==> src/rtl/sync_fifo_if.sv <==
// Byte-stream handshake bundle between a FIFO producer/consumer (master)
// and the FIFO itself (slave).
//   wr, rd     : write / read request strobes, sampled at posedge clk
//   data_in    : write data, captured when a write is accepted
//   data_out   : registered read data
//   full/empty : occupancy flags
interface sync_fifo_if #(
    parameter int unsigned DATA_WIDTH = 8
);
    logic                  wr;
    logic                  rd;
    logic [DATA_WIDTH-1:0] data_in;
    logic [DATA_WIDTH-1:0] data_out;
    logic                  full;
    logic                  empty;

    modport master (
        output wr,
        output rd,
        output data_in,
        input  data_out,
        input  full,
        input  empty
    );

    modport slave (
        input  wr,
        input  rd,
        input  data_in,
        output data_out,
        output full,
        output empty
    );
endinterface

==> src/rtl/sync_fifo.sv <==
// Single-clock FIFO: DEPTH entries of DATA_WIDTH bits.
//   clk   : rising-edge clock for all state
//   reset : asynchronous active-low reset (clears pointers, count, data_out)
//   bus   : sync_fifo_if.slave - wr/rd/data_in in, data_out/full/empty out
// full/empty are registered copies of the next-count decode, so they only
// change on a clock edge or reset and never glitch with wr/rd/data_in.
module sync_fifo #(
    parameter int unsigned DATA_WIDTH = 8,
    parameter int unsigned DEPTH      = 8,
    parameter int unsigned ADDR_WIDTH = 3
) (
    input  logic         clk,
    input  logic         reset,
    sync_fifo_if.slave   bus
);
    localparam int unsigned CNT_W = ADDR_WIDTH + 1;

    logic [DATA_WIDTH-1:0] r_mem [DEPTH];
    logic [ADDR_WIDTH-1:0] r_wp;
    logic [ADDR_WIDTH-1:0] r_rp;
    logic [CNT_W-1:0]      r_cnt;
    logic [DATA_WIDTH-1:0] r_data_out;
    logic                  r_full;
    logic                  r_empty;

    logic                  w_rd_ok;
    logic                  w_wr_ok;
    logic [CNT_W-1:0]      w_cnt_nxt;

    // A write into a full FIFO is allowed only when a read frees a slot on the same edge.
    assign w_rd_ok = bus.rd && !r_empty;
    assign w_wr_ok = bus.wr && (!r_full || w_rd_ok);

    // Next occupancy.
    always_comb begin
        w_cnt_nxt = r_cnt;
        case ({w_wr_ok, w_rd_ok})
            2'b10:   w_cnt_nxt = r_cnt + CNT_W'(1);
            2'b01:   w_cnt_nxt = r_cnt - CNT_W'(1);
            default: w_cnt_nxt = r_cnt;
        endcase
    end

    // Storage is intentionally not reset.
    always_ff @(posedge clk) begin
        if (w_wr_ok) begin
            r_mem[r_wp] <= bus.data_in;
        end
    end

    // Pointers, count, flags and read data.
    always_ff @(posedge clk or negedge reset) begin
        if (!reset) begin
            r_wp       <= '0;
            r_rp       <= '0;
            r_cnt      <= '0;
            r_data_out <= '0;
            r_full     <= 1'b0;
            r_empty    <= 1'b1;
        end else begin
            if (w_wr_ok) begin
                r_wp <= r_wp + ADDR_WIDTH'(1);
            end
            if (w_rd_ok) begin
                r_rp       <= r_rp + ADDR_WIDTH'(1);
                r_data_out <= r_mem[r_rp];
            end
            r_cnt   <= w_cnt_nxt;
            r_full  <= (w_cnt_nxt == CNT_W'(DEPTH));
            r_empty <= (w_cnt_nxt == '0);
        end
    end

    assign bus.data_out = r_data_out;
    assign bus.full     = r_full;
    assign bus.empty    = r_empty;
endmodule

==> src/flat_wrapper.sv <==
// flat-port wrapper written by rule: the top's interface ports become plain ports
module sync_fifo_flat 
#(
    parameter int unsigned DATA_WIDTH = 8,
    parameter int unsigned DEPTH      = 8,
    parameter int unsigned ADDR_WIDTH = 3
)
  (clk, reset, bus_wr, bus_rd, bus_data_in, bus_data_out, bus_full, bus_empty);
  sync_fifo_if #(.DATA_WIDTH(DATA_WIDTH)) bus_i ();
  input  logic clk;
  input  logic reset;
  input wire logic [$bits(bus_i.wr)-1:0] bus_wr;
  input wire logic [$bits(bus_i.rd)-1:0] bus_rd;
  input wire logic [$bits(bus_i.data_in)-1:0] bus_data_in;
  output wire logic [$bits(bus_i.data_out)-1:0] bus_data_out;
  output wire logic [$bits(bus_i.full)-1:0] bus_full;
  output wire logic [$bits(bus_i.empty)-1:0] bus_empty;
  assign bus_i.wr = bus_wr;
  assign bus_i.rd = bus_rd;
  assign bus_i.data_in = bus_data_in;
  assign bus_data_out = bus_i.data_out;
  assign bus_full = bus_i.full;
  assign bus_empty = bus_i.empty;
  sync_fifo #(.DATA_WIDTH(DATA_WIDTH), .DEPTH(DEPTH), .ADDR_WIDTH(ADDR_WIDTH)) u_core (.clk(clk), .reset(reset), .bus(bus_i));
endmodule
==> config.mk <==
export PLATFORM = sky130hd
export DESIGN_NAME = sync_fifo_flat
export DESIGN_NICKNAME = d
export VERILOG_FILES = /design/src/rtl/sync_fifo_if.sv /design/src/rtl/sync_fifo.sv /design/src/flat_wrapper.sv
export SDC_FILE = /design/constraint.sdc
export NUM_CORES = 1
export LEC_CHECK = 0
export BUFFER_PORTS_ARGS = -buffer_cell sky130_fd_sc_hd__buf_2
export CORE_ASPECT_RATIO = 0.75
export CORE_MARGIN = 1
export CORE_UTILIZATION = 25
export CTS_CLUSTER_DIAMETER = 40
export DETAILED_ROUTE_END_ITERATION = 6
export HOLD_SLACK_MARGIN = 0.1
export SLEW_MARGIN = 20
export SYNTH_ARGS = -nofsm -noshare
export SYNTH_HDL_FRONTEND = slang
export SYNTH_SLANG_ARGS = --single-unit
==> constraint.sdc <==
create_clock -name clk -period 2.45 [get_ports clk]
set_input_delay 0.49 -clock clk [delete_from_list [all_inputs] [get_ports clk]]
set_output_delay 0.49 -clock clk [all_outputs]
set_load 0.03 [all_outputs]
==> qor.yml <==
worstSetupPathType: "reg -> reg"
antenna_cells: 0
coreArea_um2: 13200
grt_pass1_vias: 1795
cts.clk_slew.worst_paths_ns: 0.06
drv_slew: 0
dp_slack_ns: 0.0393
use_met2_pct: 14.8
hpwl_um: 4160
cts_setup_buffers: 0
rows: 36
yosysWarnings: 0
rsz0062_at_grt: "false"
route.detailed.drc: 0
required_ns: 2.68
fin_crit_sh_pct: 93.2
grt_use_met3_pct: 3.95
syn2layout_area_growth_pct: 20.5
vdd_drop_max_mv: 0.347
maxSlewHeadroom_pct: 56.7
cts_buffer_depth: 2
end_kind: "register"
final_layout_size_suffix_gt1_share_pct: 30.2
final_cell_mix: "64 x edfxtp_1, 21 x buf_2, 19 x buf_4, 19 x dfrtp_1, 15 x nand2_1"
grt_pass1_wl_um: 9540
die_x_um: 137
met1_usage_pct: 12.1
drv_cap: 0
htree_levels: 3
die-area_um2: 14200
clockRootBuffer: "clkbuf_16"
powerDensity_nw_per_um2: 1220
setup_viol: 0
synth-edff-count: 64
yosysUniqueCellTypes: 35
final_common_cell: "edfxtp_1"
viasPerCell: 4.27
worstSetupStartpointType: "register"
port_buffers: 21
routed_wl_um: 6130
syn_area_um2: 3420
grt-busiest-layer: "met2"
post-route-cell-area_um2: 4130
min_path_type: "in -> async"
place_congestion: 0.754
vias: 1734
syn_nets: 205
final_cells: 406
cts.sink_count: 84
ys_ff_latch: 84
initial_core_util_pct: 26.0
die_y_um: 103
skew_ns: 0.00330
io_pins: 22
run_status: "complete, no violations"
antenna_left: 0
cts_tree: "built"
synth.avg_cell_area_um2: 18.2
worstMarginPinSlew_ns: 0.649
grt_max_degree: 21
dpl_cell_area_um2: 3820
nFillCells: 1300
power_leakage_nw: 1.54
async_flop_share_pct: 23.8
ctsHoldBuffers: 0
seq_area_frac_synth_pct: 70.8
grt_use_total_pct: 9.71
hold_viol_final: 0
grt_overflow: 0
fmax_mhz: 438
arrival_ns: 2.51
dp_cells: 390
layout_min_cycle_time_ns: 2.28
synthCells: 188
drtPass1Iterations: 4
layout_setup_ws_ns: 0.167
drt_iter0_markers: 78
cts_resized: 0
crit_fanout: 3
tns_ns: 0
wire_per_inst_um: 15.1
cts_inserted_buffers: 9
yosys_most_used_dff: "edfxtp_1"
clkLatencyLatePin_ns: 0.34
nNetsFinal: 247
antenna_found_initial: 0
worst max-delay path, cell delays in order (launching register included):
cell and delay (ns):
dfstp_2 0.36, nand2b_1 0.17, a21boi_2 0.17, inv_1 0.07
ha_1 0.22, xor2_1 0.17, ha_1 0.20, a21oi_2 0.16
xor3_1 0.24, a31oi_1 0.23, o21ba_2 0.19
cells by family (layout without fill, tap and decap cells):
family	after synthesis	count (layout)	synth area share, %
flip-flops	84	84	70.8
AND/OR/NAND/NOR	38	38	5.48
multiplexers	26	26	14.3
AO/OA/AOI/OAI	15	15	2.56
buffers and inverters	11	58	2.34
XOR/XNOR	9	9	2.74
adder cells (fa/ha/maj)	5	5	1.83
synthesized netlist by cell type (all sizes together), types with 2 or more instances:
cell type	n	share of area [%]
xnor2	4	1.0
buf	8	2.0
nor3	4	0.58
nand2	15	1.6
mux2	2	0.66
o21ai	9	1.3
mux2i	8	2.3
ha	5	1.8
dfrtp	19	14
xor2	4	1.0
inv	2	0.22
mux4	16	11
nor2	8	0.88
a21oi	2	0.29
nand2b	5	0.91
edfxtp	64	56
worst paths after layout:
check / start / end / slack (ns) / depth (start not counted)
min in group clk: bus_data_in[5] / u_core.r_mem[4][5] / 0.42 / 1
hold reg to reg: u_core.bus.data_out[2] / u_core.bus.data_out[2] / 0.48 / 2
max in group asynchronous: reset / u_core.bus.empty / 1.98 / 1
hold / removal: reset / u_core.r_cnt[2] / 0.11 / 1
setup reg to reg: u_core.bus.empty / u_core.bus.full / 0.17 / 10
setup / recovery: u_core.bus.empty / u_core.bus.full / 0.17 / 10
cell type report:
class                           count  area [um2]  area share, %
Multi-Input combinational cell     93         928           22.5
Clock buffer                       12         256           6.22
Clock inverter                      4        47.5           1.15
Sequential cell                    84        2420           58.8
Tap cell                          171         214           5.19
Timing Repair Buffer               40         248           6.01
Inverter                            2        7.51          0.182
where the power goes:
| part | internal (mW) | total (mW) | switching [mW] | leakage [nW] |
|---|---|---|---|---|
| registers | 1.88 | 2.13 | 0.251 | 0.821 |
| clock network | 0.841 | 1.36 | 0.521 | 0.149 |
| logic | 0.744 | 1.53 | 0.781 | 0.567 |
| total | 3.47 | 5.02 | 1.55 | 1.54 |
flip-flops by register name (all words and copies together), names as in the netlist:
signal and cells:
u_core.bus.data_out 8, u_core.r_mem 64, u_core.r_cnt 4, u_core.bus.full 1, u_core.r_wp 3, u_core.r_rp 3
u_core.bus.empty 1
routing by layer:
layer | up-vias | routed length (um)
met5 | - | 0
met3 | 12 | 298
met4 | 0 | 126
li1 | 809 | -
met2 | 32 | 2760
met1 | 881 | 2950
stage by stage:
step / total power, mW / util, % / hold WS [ns]
4_1_cts: 5.09 / 31.4 / 0.123
5_1_grt: 5.30 / 31.4 / 0.143
6_report: 5.02 / 31.4 / 0.109
3_5_place_dp: 3.71 / 29.1 / 0.481
2_1_floorplan: 3.30 / - / 0.194
3_3_place_gp: 3.67 / 29.1 / 0.464
No activity file was read; power rests on OpenSTA's default activity.
